File: src/rtl/seq_det_ctrl_if.sv
// Byte-stream and frame-report handshakes for seq_det_ctrl.
// The master modport is the producer/consumer side; the slave modport is the controller.
interface seq_det_ctrl_if #(
  parameter int DATA_W = 8,
  parameter int CNT_W  = 8
);
  logic              s_valid;
  logic              s_ready;
  logic [DATA_W-1:0] s_data;
  logic              s_last;
  logic              m_valid;
  logic              m_ready;
  logic [CNT_W-1:0]  m_count;

  modport master (
    output s_valid, s_data, s_last, m_ready,
    input  s_ready, m_valid, m_count
  );

  modport slave (
    input  s_valid, s_data, s_last, m_ready,
    output s_ready, m_valid, m_count
  );
endinterface

File: src/rtl/seq_det_ctrl.sv
// Frame-scoped programmable pattern detector: serializes bytes MSB-first, counts
// matches across a frame and reports the saturating count over a handshake.
module seq_det_ctrl #(
  parameter int DATA_W = 8,
  parameter int PAT_W  = 3,
  parameter int CNT_W  = 8
) (
  input  logic             clk,
  input  logic             rst,
  input  logic [PAT_W-1:0] cfg_pattern,
  input  logic             cfg_overlap,
  output logic             match,
  output logic             busy,
  seq_det_ctrl_if.slave    bus
);

  typedef enum logic [1:0] {IDLE, SHIFT, REPORT} state_e;

  localparam int BC_W   = $clog2(DATA_W + 1);
  localparam int FILL_W = $clog2(PAT_W + 1);

  state_e            state_q, state_d;
  logic [DATA_W-1:0] data_q, data_d;
  logic              last_q, last_d;
  logic [BC_W-1:0]   bit_cnt_q, bit_cnt_d;
  logic [PAT_W-1:0]  hist_q, hist_d;
  logic [FILL_W-1:0] fill_q, fill_d;
  logic [PAT_W-1:0]  pat_q, pat_d;
  logic              ovl_q, ovl_d;
  logic [CNT_W-1:0]  cnt_q, cnt_d;
  logic              match_q, match_d;
  logic              busy_q, busy_d;

  logic [PAT_W-1:0]  hist_next;
  logic [FILL_W-1:0] fill_next;
  logic              hit;

  // Candidate history/fill after consuming the current MSB, shared by SHIFT.
  always_comb begin
    hist_next = {hist_q[PAT_W-2:0], data_q[DATA_W-1]};
    fill_next = (fill_q == FILL_W'(PAT_W)) ? fill_q : fill_q + FILL_W'(1);
    hit       = (fill_next == FILL_W'(PAT_W)) && (hist_next == pat_q);
  end

  always_comb begin
    // NOTE: every signal gets a hold/default value first so no path leaves it unassigned (no latches).
    state_d   = state_q;
    data_d    = data_q;
    last_d    = last_q;
    bit_cnt_d = bit_cnt_q;
    hist_d    = hist_q;
    fill_d    = fill_q;
    pat_d     = pat_q;
    ovl_d     = ovl_q;
    cnt_d     = cnt_q;
    busy_d    = busy_q;
    match_d   = 1'b0;

    unique case (state_q)
      IDLE: begin
        if (bus.s_valid) begin
          data_d    = bus.s_data;
          last_d    = bus.s_last;
          bit_cnt_d = BC_W'(DATA_W);
          state_d   = SHIFT;
          // Configuration is frozen for the whole frame at its first byte.
          if (!busy_q) begin
            pat_d  = cfg_pattern;
            ovl_d  = cfg_overlap;
            busy_d = 1'b1;
          end
        end
      end
      SHIFT: begin
        data_d    = {data_q[DATA_W-2:0], 1'b0};
        hist_d    = hist_next;
        fill_d    = fill_next;
        bit_cnt_d = bit_cnt_q - BC_W'(1);
        if (hit) begin
          match_d = 1'b1;
          if (cnt_q != '1) cnt_d = cnt_q + CNT_W'(1);
          if (!ovl_q) fill_d = '0;
        end
        if (bit_cnt_q == BC_W'(1)) state_d = last_q ? REPORT : IDLE;
      end
      REPORT: begin
        if (bus.m_ready) begin
          cnt_d   = '0;
          hist_d  = '0;
          fill_d  = '0;
          busy_d  = 1'b0;
          state_d = IDLE;
        end
      end
      default: state_d = IDLE;
    endcase
  end

  // NOTE: sequential state uses non-blocking assignments so all flops update together at the edge.
  always_ff @(posedge clk) begin
    if (rst) begin
      state_q   <= IDLE;
      data_q    <= '0;
      last_q    <= 1'b0;
      bit_cnt_q <= '0;
      hist_q    <= '0;
      fill_q    <= '0;
      pat_q     <= '0;
      ovl_q     <= 1'b0;
      cnt_q     <= '0;
      match_q   <= 1'b0;
      busy_q    <= 1'b0;
    end else begin
      state_q   <= state_d;
      data_q    <= data_d;
      last_q    <= last_d;
      bit_cnt_q <= bit_cnt_d;
      hist_q    <= hist_d;
      fill_q    <= fill_d;
      pat_q     <= pat_d;
      ovl_q     <= ovl_d;
      cnt_q     <= cnt_d;
      match_q   <= match_d;
      busy_q    <= busy_d;
    end
  end

  assign bus.s_ready = (state_q == IDLE);
  assign bus.m_valid = (state_q == REPORT);
  assign bus.m_count = cnt_q;
  assign match       = match_q;
  assign busy        = busy_q;

endmodule

File: src/flat_wrapper.sv
// flat-port wrapper written by rule: the top's interface ports become plain ports
module seq_det_ctrl_flat 
#(
  parameter int DATA_W = 8,
  parameter int PAT_W  = 3,
  parameter int CNT_W  = 8
)
  (clk, rst, cfg_pattern, cfg_overlap, match, busy, bus_s_valid, bus_s_data, bus_s_last, bus_m_ready, bus_s_ready, bus_m_valid, bus_m_count);
  seq_det_ctrl_if #(.DATA_W(DATA_W), .CNT_W(CNT_W)) bus_i ();
  input  logic clk;
  input  logic rst;
  input  logic [PAT_W-1:0] cfg_pattern;
  input  logic cfg_overlap;
  output logic match;
  output logic busy;
  input wire logic [$bits(bus_i.s_valid)-1:0] bus_s_valid;
  input wire logic [$bits(bus_i.s_data)-1:0] bus_s_data;
  input wire logic [$bits(bus_i.s_last)-1:0] bus_s_last;
  input wire logic [$bits(bus_i.m_ready)-1:0] bus_m_ready;
  output wire logic [$bits(bus_i.s_ready)-1:0] bus_s_ready;
  output wire logic [$bits(bus_i.m_valid)-1:0] bus_m_valid;
  output wire logic [$bits(bus_i.m_count)-1:0] bus_m_count;
  assign bus_i.s_valid = bus_s_valid;
  assign bus_i.s_data = bus_s_data;
  assign bus_i.s_last = bus_s_last;
  assign bus_i.m_ready = bus_m_ready;
  assign bus_s_ready = bus_i.s_ready;
  assign bus_m_valid = bus_i.m_valid;
  assign bus_m_count = bus_i.m_count;
  seq_det_ctrl #(.DATA_W(DATA_W), .PAT_W(PAT_W), .CNT_W(CNT_W)) u_core (.clk(clk), .rst(rst), .cfg_pattern(cfg_pattern), .cfg_overlap(cfg_overlap), .match(match), .busy(busy), .bus(bus_i));
endmodule
File: config.mk
export PLATFORM = sky130hd
export DESIGN_NAME = seq_det_ctrl_flat
export DESIGN_NICKNAME = d
export VERILOG_FILES = /design/src/rtl/seq_det_ctrl_if.sv /design/src/rtl/seq_det_ctrl.sv /design/src/flat_wrapper.sv
export SDC_FILE = /design/constraint.sdc
export NUM_CORES = 1
export LEC_CHECK = 0
export CAP_MARGIN = 20
export CORE_MARGIN = 4
export CORE_UTILIZATION = 42
export CTS_CLUSTER_SIZE = 10
export DETAILED_ROUTE_END_ITERATION = 10
export GPL_TIMING_DRIVEN = 1
export PLACE_DENSITY = 0.67
export SLEW_MARGIN = 20
export SYNTH_ARGS = -nofsm -noshare
export SYNTH_HDL_FRONTEND = slang
export SYNTH_SLANG_ARGS = --single-unit
File: constraint.sdc
create_clock -name clk -period 2.5 [get_ports clk]
set_input_delay 0.25 -clock clk [delete_from_list [all_inputs] [get_ports clk]]
set_output_delay 0.25 -clock clk [all_outputs]
set_load 0.005 [all_outputs]
==> results.json, run 1 <==
{
  "outcome": "completed",
  "total_power_w": 0.00103,
  "floorplan.die.width_um": 67.3,
  "layout_cell_share_with_drive_strength_beyond_1_pct": 5.77,
  "maxSlewViolCount": 0,
  "antenna_found_initial": 0,
  "yosysUniqueCellTypes": 37,
  "post_synth.cell_area_avg_um2": 8.21,
  "number_of_cells_on_the_worst_hold_path": 3,
  "htree_num_levels": 2,
  "timing.clock.skew_ns": 0.0119,
  "irDropWorstVdd_uv": 264,
  "hold_viol": 0,
  "cts-root-to-sink-buffers": 2,
  "transition_time_at_the_pin_with_the_least_slew_margin_ns": 0.499,
  "power_density_nw_per_um2": 556,
  "antenna_cells": 0,
  "ys_ff_latch": 33,
  "grt_first_pass_wirelength_um": 5630,
  "drt_drc_violations_left": 0,
  "core.rowCount": 21,
  "vertical_die_dimension_um": 67.3,
  "clock_sinks": 33,
  "preCtsSetupSlack_ns": 0.615,
  "setup.worst_path.end_class": "flop",
  "path_category_of_the_worst_min_delay_check": "primary input to flop",
  "yosys_warnings": 0,
  "clkSlewWorstSetupHoldPaths_ns": 0.10,
  "grt_pass1_vias": 1357,
  "core-area_um2": 3360,
  "mostFrequentLayoutCell": "sky130_fd_sc_hd__dfxtp_1",
  "crit_path_max_fanout": 15,
  "syn-cell-area_um2": 1480,
  "area_delta_synth_final_pct": 24.8,
  "timing_worst_setup_path_type": "flop to flop",
  "p_leak_nw": 0.638,
  "iteration_count_of_the_initial_detailed_routing_pass": 4,
  "fin_ws_ns": 0.581,
  "dieArea_um2": 4530,
  "number_of_nets_in_the_layout": 228,
  "grt.overflow.total": 0,
  "maxSlewHeadroom_pct": 66.6,
  "fmax_mhz": 521,
  "placed_cells_incl_taps": 247,
  "fin_cells": 254,
  "synthCells": 180,
  "post_drt_via_cell_ratio": 5.44,
  "setup.worst_path.start_class": "flop",
  "remaining_antenna_violation_count_after_routing": 0,
  "post_cts_resize_count": 0,
  "floorplan.initialDensity_pct": 43.9,
  "drt_wl_total_um": 3240,
  "wl_per_cell_um": 12.8,
  "drt-initial-drc-count": 126,
  "worst_r2r_path_depth": 5,
  "synth_sequential_area_ratio_pct": 44.7,
  "cp_data_arrival_time_ns": 2.18,
  "count_of_port_buffers_added_during_placement": 28,
  "num_io_pins": 29,
  "required_time_at_the_worst_slack_endpoint_ns": 2.76,
  "vias": 1383,
  "pin_count_of_the_biggest_net_entering_global_routing": 34,
  "final.period_utilization_pct": 76.7,
  "dp_hpwl_um": 2370,
  "grt_usage_pct": 16.4,
  "cts_made_buffers": 5,
  "tritoncts": "yes",
  "globalplace.congestion": 0.862,
  "insertion_delay_ns": 0.33,
  "period_minus_slack_ns": 1.92,
  "synth_fp_nets": 200,
  "fin_setup_tns_ns": 0,
  "unrepaired_setup_endpoints_after_global_routing": "false",
  "cts_post_setup_buffers_inserted": 0,
  "clk_root_buffer_cell": "sky130_fd_sc_hd__clkbuf_4",
  "timing.final.setup_violations": 0,
  "cap_violations": 0,
  "hold_ws_ns": 0.461,
  "cts_hold_buffers": 0,
  "mostFrequentLayoutCells": "33 x sky130_fd_sc_hd__dfxtp_1, 28 x sky130_fd_sc_hd__a21oi_1, 28 x sky130_fd_sc_hd__clkdlybuf4s50_1, 23 x sky130_fd_sc_hd__nand2_1, 19 x sky130_fd_sc_hd__nor2_1"
}
per-stage QoR:
step / area (um^2) / utilization, %
2_1_floorplan: 1480 / -
3_3_place_gp: 1790 / 53.2
3_5_place_dp: 1790 / 53.2
4_1_cts: 1840 / 54.8
5_1_grt: 1840 / 54.8
6_report: 1840 / 54.8
kinds of logic (layout without fill, tap and decap cells):
group / after synthesis / in the layout / synth area share [%]
buf+inv: 14 / 42 / 4.06
simple gates: 70 / 70 / 22.5
flops: 33 / 33 / 44.7
mux: 1 / 1 / 0.762
fa+ha+maj: 3 / 3 / 2.54
xor+xnor: 3 / 3 / 2.29
compound gates: 56 / 56 / 23.1
registers in the layout, summed over array words and instances, names as in the netlist:
signal / flops
u_core.pat_q: 3
u_core.state_q: 2
u_core.bus.m_count: 8
u_core.fill_q: 2
u_core.hist_q: 2
u_core.ovl_q: 1
u_core.bit_cnt_q: 4
u_core.busy: 1
u_core.last_q: 1
u_core.match: 1
u_core.data_q: 8
final timing paths:
| path | slack [ns] | startpoint | to |
|---|---|---|---|
| max reg2reg | 0.58 | u_core.state_q[0]$_SDFFE_PP0P_ | u_core.bus.m_count[7]$_SDFFE_PP0P_ |
| min reg2reg | 0.47 | u_core.data_q[6]$_SDFFE_PP0P_ | u_core.data_q[6]$_SDFFE_PP0P_ |
| max | 0.58 | u_core.state_q[0]$_SDFFE_PP0P_ | u_core.bus.m_count[7]$_SDFFE_PP0P_ |
| min | 0.46 | bus_s_last | u_core.last_q$_SDFFE_PP0P_ |
synth_stat cells, drive strengths merged:
| cell | instances | area (um^2) |
|---|---|---|
| a211oi | 1 | 7.51 |
| a21oi | 28 | 140 |
| a22oi | 7 | 52.6 |
| a311oi | 3 | 26.3 |
| a31oi | 2 | 12.5 |
| a41o | 1 | 10.0 |
| a41oi | 2 | 17.5 |
| and2 | 1 | 6.26 |
| and2b | 1 | 8.76 |
| and3 | 1 | 6.26 |
| and4 | 1 | 8.76 |
| buf | 2 | 15.0 |
| clkbuf | 7 | 26.3 |
| dfxtp | 33 | 661 |
| ha | 3 | 37.5 |
| inv | 5 | 18.8 |
| mux2 | 1 | 11.3 |
| nand2 | 23 | 86.3 |
| nand2b | 4 | 25.0 |
| nand3 | 9 | 45.0 |
| nand3b | 1 | 7.51 |
| nand4 | 2 | 18.8 |
| nor2 | 19 | 71.3 |
| nor3 | 3 | 15.0 |
| nor4 | 1 | 6.26 |
| o211ai | 1 | 7.51 |
| o21ai | 8 | 40.0 |
| o221ai | 1 | 8.76 |
| o311ai | 1 | 8.76 |
| o32a | 1 | 10.0 |
| or2 | 2 | 12.5 |
| or4 | 2 | 15.0 |
| xnor2 | 3 | 33.8 |
critical path: stages (launching register included):
cell and delay (ns):
sky130_fd_sc_hd__dfxtp_1 0.40, sky130_fd_sc_hd__and2b_2 0.34, sky130_fd_sc_hd__o21ai_1 0.13, sky130_fd_sc_hd__or2_1 0.32
sky130_fd_sc_hd__or4_1 0.50, sky130_fd_sc_hd__a21oi_1 0.15
metal layers:
metal	wire length (um)	GRT usage [%]
met3	191	5.49
met2	1620	27.7
met4	27	6.33
met5	0	0
met1	1410	19.1
where the power goes:
group          internal [W]  switching [W]  leakage (nW)
Combinational     0.0000706      0.0000766         0.337
Sequential         0.000554      0.0000240         0.269
Clock              0.000133       0.000168        0.0314
area by class of cell:
cell class	count	area [um^2]
fill	353	1520
clock buffer	7	55.1
timing repair buffer	30	295
sequential	33	661
tap	46	57.6
inverter	5	18.8
multi-input combinational	133	757
(Power assumes the default switching activity.)
==> run 2: changes to the inputs <==
==> constraint.sdc (replaced) <==
create_clock -name clk -period 2 [get_ports clk]
set_input_delay 0.2 -clock clk [delete_from_list [all_inputs] [get_ports clk]]
set_output_delay 0.2 -clock clk [all_outputs]
set_load 0.005 [all_outputs]
==> results.json, run 2 (synthesized netlist as in run 1, its figures left out) <==
{
  "outcome": "completed",
  "required_time_at_the_worst_slack_endpoint_ns": 1.80,
  "timing_worst_setup_path_type": "flop to output port",
  "htree_num_levels": 2,
  "fill_cells": 340,
  "clockPowerShare_pct": 36.8,
  "dp_hpwl_um": 2330,
  "cts_made_buffers": 5,
  "seqPwrFrac_pct": 49.9,
  "critical_path.max_stage_delay_ns": 0.52,
  "count_of_port_buffers_added_during_placement": 28,
  "cap_violations": 0,
  "grt_pass1_vias": 1339,
  "unrepaired_setup_endpoints_after_global_routing": "false",
  "setup.reg_to_reg.worst_slack_ns": 0.21,
  "setup.worst_path.end_class": "output port",
  "transition_time_at_the_pin_with_the_least_slew_margin_ns": 0.363,
  "antenna_cells": 0,
  "wl_per_cell_um": 12.5,
  "crit_buf_inv": 2,
  "iteration_count_of_the_initial_detailed_routing_pass": 4,
  "post_drt_via_cell_ratio": 5.48,
  "cts_post_setup_buffers_inserted": 0,
  "final_util_pct": 56.6,
  "clk_root_buffer_cell": "sky130_fd_sc_hd__clkbuf_4",
  "floorplan.initialDensity_pct": 43.9,
  "grt_first_pass_wirelength_um": 5660,
  "internal_power_w": 0.00109,
  "globalRouteMet2Util_pct": 28.0,
  "layout_cell_share_with_drive_strength_beyond_1_pct": 8.49,
  "fin_setup_tns_ns": 0,
  "timing.clock.skew_ns": 0.00699,
  "clock_sinks": 33,
  "p_leak_nw": 0.667,
  "cp_data_arrival_time_ns": 1.62,
  "power_frac_comb_pct": 13.3,
  "final.period_utilization_pct": 91.1,
  "hold_viol": 0,
  "path_cells": "nand2b_1 -> inv_1 -> clkdlybuf4s50_1",
  "preCtsSetupSlack_ns": 0.190,
  "maxSlewViolCount": 0,
  "crit_path_max_fanout": 6,
  "path_category_of_the_worst_min_delay_check": "primary input to flop",
  "dieArea_um2": 4530,
  "drt_wl_total_um": 3220,
  "timing.final.setup_violations": 0,
  "floorplan.die.width_um": 67.3,
  "grt_peak_use_layer": "met2",
  "total_power_w": 0.00145,
  "placed_cells_incl_taps": 250,
  "maxSlewHeadroom_pct": 75.7,
  "drt-initial-drc-count": 115,
  "period_minus_slack_ns": 1.82,
  "vertical_die_dimension_um": 67.3,
  "worst_path_top_cell_family_by_delay": "buffers and inverters",
  "antenna_found_initial": 0,
  "pin_count_of_the_biggest_net_entering_global_routing": 34,
  "num_io_pins": 29,
  "mostFrequentLayoutCell": "sky130_fd_sc_hd__dfxtp_1",
  "grt_usage_pct": 16.5,
  "insertion_delay_ns": 0.34,
  "timing.critical_path.slowest_stage_cell": "sky130_fd_sc_hd__clkdlybuf4s50_1",
  "vias": 1415,
  "fin_ws_ns": 0.177,
  "mostFrequentLayoutCells": "33 x sky130_fd_sc_hd__dfxtp_1, 28 x sky130_fd_sc_hd__a21oi_1, 28 x sky130_fd_sc_hd__clkdlybuf4s50_1, 23 x sky130_fd_sc_hd__nand2_1, 19 x sky130_fd_sc_hd__nor2_1",
  "p_sw_share_pct": 24.9,
  "globalplace.congestion": 0.906,
  "fin_cells": 258,
  "globalRouteMet1Util_pct": 19.3,
  "number_of_nets_in_the_layout": 231,
  "irDropWorstVdd_uv": 405,
  "cts-root-to-sink-buffers": 2,
  "grt.overflow.total": 0,
  "power_density_nw_per_um2": 760,
  "setup.worst_path.start_class": "flop",
  "tritoncts": "yes",
  "power.switching_w": 0.000360,
  "area_delta_synth_final_pct": 28.8,
  "core.rowCount": 21,
  "drt_drc_violations_left": 0,
  "groute.layer.met3.usage_pct": 4.33,
  "core-area_um2": 3360,
  "remaining_antenna_violation_count_after_routing": 0,
  "fmax_mhz": 549,
  "clkSlewWorstSetupHoldPaths_ns": 0.10
}
## run 2: repair_timing
| item | CTS | global route |
|---|---|---|
| gates resized for setup | 0 | 1 |
| hold buffers | 0 | 0 |
| endpoints found under the setup margin | 0 | 1 |
## run 2: final timing paths
path	cells after the start	from	endpoint
worst max-delay path	3	u_core.state_q[0]$_SDFFE_PP0P_	bus_m_valid
worst min-delay path	3	cfg_pattern[2]	u_core.pat_q[2]$_SDFFE_PP0P_
worst max register to register	6	u_core.bus.m_count[0]$_SDFFE_PP0P_	u_core.bus.m_count[7]$_SDFFE_PP0P_
worst min register to register	2	u_core.data_q[3]$_SDFFE_PP0P_	u_core.data_q[3]$_SDFFE_PP0P_
## run 2: tightest hold or removal path, cell delays in order
cell and delay [ns]:
sky130_fd_sc_hd__clkdlybuf4s50_1 0.40, sky130_fd_sc_hd__nand2_1 0.06, sky130_fd_sc_hd__a21oi_1 0.05
## run 2: per-layer routing
metal / wire (um) / up-vias
met5: 0 / -
met4: 64 / 0
met3: 204 / 7
met2: 1560 / 47
met1: 1380 / 650
li1: - / 711
## run 2: final cells by class
cell class | instances | area, um^2 | area share (%)
multi-input cells | 133 | 759 | 39.9
clock buffers | 6 | 51.3 | 2.70
clock inverters | 2 | 37.5 | 1.97
repair buffers | 33 | 318 | 16.7
inverters | 5 | 18.8 | 0.986
flip-flops and latches | 33 | 661 | 34.7
well taps | 46 | 57.6 | 3.02
## run 2: per-stage QoR
stage | hold slack [ns] | cell area (um^2)
after detailed placement | 0.450 | 1810
after CTS | 0.381 | 1900
after global routing | 0.399 | 1900
final | 0.398 | 1900
after global placement | 0.443 | 1810
after floorplan | 0.336 | 1480
## run 2: power by group through the flow
stage | clock (W) | sequential, W | combinational [W]
after global placement | 0 | 0.000735 | 0.000189
final | 0.000532 | 0.000722 | 0.000193
after floorplan | 0 | 0.000731 | 0.000118
after global routing | 0.000572 | 0.000729 | 0.000220
after CTS | 0.000547 | 0.000722 | 0.000195
after detailed placement | 0 | 0.000737 | 0.000194
==> RTL change: new RTL, config.mk and constraints of run 1 <==
`DATA_W` is set to 8 in 3 places; all go to 16.
--- a/src/rtl/seq_det_ctrl_if.sv
+++ b/src/rtl/seq_det_ctrl_if.sv
@@ -3,3 +3,3 @@
 interface seq_det_ctrl_if #(
-  parameter int DATA_W = 8,
+  parameter int DATA_W = 16,
   parameter int CNT_W  = 8
--- a/src/rtl/seq_det_ctrl.sv
+++ b/src/rtl/seq_det_ctrl.sv
@@ -3,3 +3,3 @@
 module seq_det_ctrl #(
-  parameter int DATA_W = 8,
+  parameter int DATA_W = 16,
   parameter int PAT_W  = 3,
--- a/src/flat_wrapper.sv
+++ b/src/flat_wrapper.sv
@@ -3,3 +3,3 @@
 #(
-  parameter int DATA_W = 8,
+  parameter int DATA_W = 16,
   parameter int PAT_W  = 3,
Interface: changed (resized bus_s_data); port bits go from 29 to 37. No check against the original RTL was run, so the function may have changed too.
==> RTL change against run 1 <==
Synthesized area is 34% higher; die area is 30% higher; utilization is 0.20 points higher; routed wire length is 35% higher; critical endpoint is now bus_m_valid; sequential cell count is 9 higher; register-to-register slack better by 0.13 ns; non-clock buffer count is 11 higher; maximum frequency is 10% lower; final area is 33% higher; worst setup slack worse by 0.22 ns; critical path type is now register to output port; total power is 39% higher.
==> RTL change: results (changes against run 1) <==
- Area share of fa/ha/maj cells after synthesis: 1.90% (was 2.54%)
- Slew @ Worst Pin: 0.552 ns (was 0.499 ns)
- Share of cells above drive strength 1: 6.20% (was 5.77%)
- Vias/cell: 5.53 (was 5.44)
- WL/cell: 14.1 µm (was 12.8 µm)
- Placer Congestion: 0.825 (was 0.862)
- Top cells by area, synth: dfxtp_1, mux2i_1, nor2_1 (was dfxtp_1, a21oi_1, nand2_1)
- DRT iter0 DRCs: 79 (was 126)
- Outcome: completed (unchanged)
- Hold_sp: u_core.last_q$_SDFFE_PP0P_ (was bus_s_last)
- XOR/XNOR Fraction of Synth Area: 1.33% (was 2.29%)
- Post-synthesis sequential area ratio: 42.5% (was 44.7%)
- Reg2reg setup slack: 0.71 ns (was 0.58 ns)
- Root Driver: clkbuf_8 (was clkbuf_4)
- Max VDD drop: 281 µV (was 264 µV)
- Lkg Pwr: 0.980 nW (was 0.638 nW)
- Synth Area in Compound Gates: 18.3% (was 23.1%)
- Vias in the first global route: 1512 (was 1357)
- Worst skew pair latency: 0.29 ns (was 0.33 ns)
- All-Layer GR Usage: 15.2% (was 16.4%)
- CP Max Fanout: 13 (was 15)
- Fill cell count: 411 (was 353)
- Hpwl dp: 3150 µm (was 2370 µm)
- Syn Nets: 255 (was 200)
- Max FFs per register: 16
- Global-route wire length before repair: 7260 µm (was 5630 µm)
- Worst R2R End: u_core.bus.m_count[1]$_SDFFE_PP0P_ (was u_core.bus.m_count[7]$_SDFFE_PP0P_)
- Dpl cells: 304 (was 247)
- Final WL: 4380 µm (was 3240 µm)
- Post-synthesis cell type count: 40 (was 37)
- R2R cell count: 4 (was 5)
- Clock Skew: 0.00300 ns (was 0.0119 ns)
- Multi-input logic area: 1030 µm² (was 757 µm²)
- Mapped Cells: 227 (was 180)
- End of the worst hold path: u_core.state_q[1]$_SDFFE_PP0P_ (was u_core.last_q$_SDFFE_PP0P_)
- Worst hold path class: register to register (was input pin to register)
- Port Buffers: 36 (was 28)
- Clock-pin slew on the worst setup and hold paths: 0.07 ns (was 0.10 ns)
- Synth cell count leaders: dfxtp_1, nor2_1, mux2i_1 (was dfxtp_1, a21oi_1, nand2_1)
- Nets: 287 (was 228)
RTL change: cell types whose count changed after synthesis, moves of 7 or more:
| cell | delta |
|---|---|
| a211oi_1 | +14 |
| nor2_1 | +22 |
| nand2_1 | -15 |
| a21oi_1 | -15 |
| a31oi_1 | +7 |
| mux2i_1 | +20 |
| dfxtp_1 | +9 |
RTL change: worst max-delay path by stage:
stage | start | cells past startpoint | to
after detailed placement | bus_s_valid | 5 | u_core.pat_q[0]$_SDFFE_PP0P_
after floorplan | u_core.bus.m_count[0]$_SDFFE_PP0P_ | 5 | u_core.bus.m_count[1]$_SDFFE_PP0P_
final | u_core.state_q[1]$_SDFFE_PP0P_ | 2 | bus_m_valid
after global routing | u_core.state_q[1]$_SDFFE_PP0P_ | 2 | bus_m_valid
after CTS | u_core.state_q[1]$_SDFFE_PP0P_ | 2 | bus_m_valid
after global placement | bus_s_valid | 5 | u_core.pat_q[1]$_SDFFE_PP0P_
RTL change: layout make-up:
| class | count | share of cell area, % |
|---|---|---|
| timing repair buffer | 41 | 16.3 |
| inverter | 8 | 1.23 |
| tap | 52 | 2.66 |
| sequential | 42 | 34.4 |
| multi-input combinational | 161 | 42.1 |
| clock buffer | 6 | 3.38 |
RTL change: cell families (layout without fill, tap and decap cells):
family | Yosys count | after routing
compound gates | 54 | 54
xor+xnor | 3 | 3
fa+ha+maj | 3 | 3
buf+inv | 24 | 55
flops | 42 | 42
mux | 22 | 22
simple gates | 79 | 79
RTL change: routing by layer:
| layer | GRT usage (%) | share of wire, % |
|---|---|---|
| met1 | 21.6 | 49 |
| met2 | 21.7 | 44 |
| met3 | 3.98 | 5.5 |
| met4 | 6.52 | 1.7 |
| met5 | 0 | 0 |
RTL change: report_power, final:
group	switching, mW	total (mW)	internal (mW)
clock network	0.217	0.430	0.213
logic	0.113	0.241	0.128
registers	0.0423	0.760	0.718
RTL change: critical path, cell delays in order, from the launching register on:
cell and delay, ns:
dfxtp_1 0.58, nor2b_1 0.43, clkdlybuf4s50_1 0.59
RTL change: through the flow:
stage / total power [mW] / worst slack, ns / utilization [%] / hold slack (ns)
floorplan: 0.930 / 1.09 / - / 0.397
global placement: 1.01 / 0.675 / 53.2 / 0.474
detailed placement: 1.02 / 0.651 / 53.2 / 0.479
CTS: 1.45 / 0.349 / 55.0 / 0.490
global route: 1.52 / 0.186 / 55.0 / 0.515
finish: 1.43 / 0.358 / 55.0 / 0.488
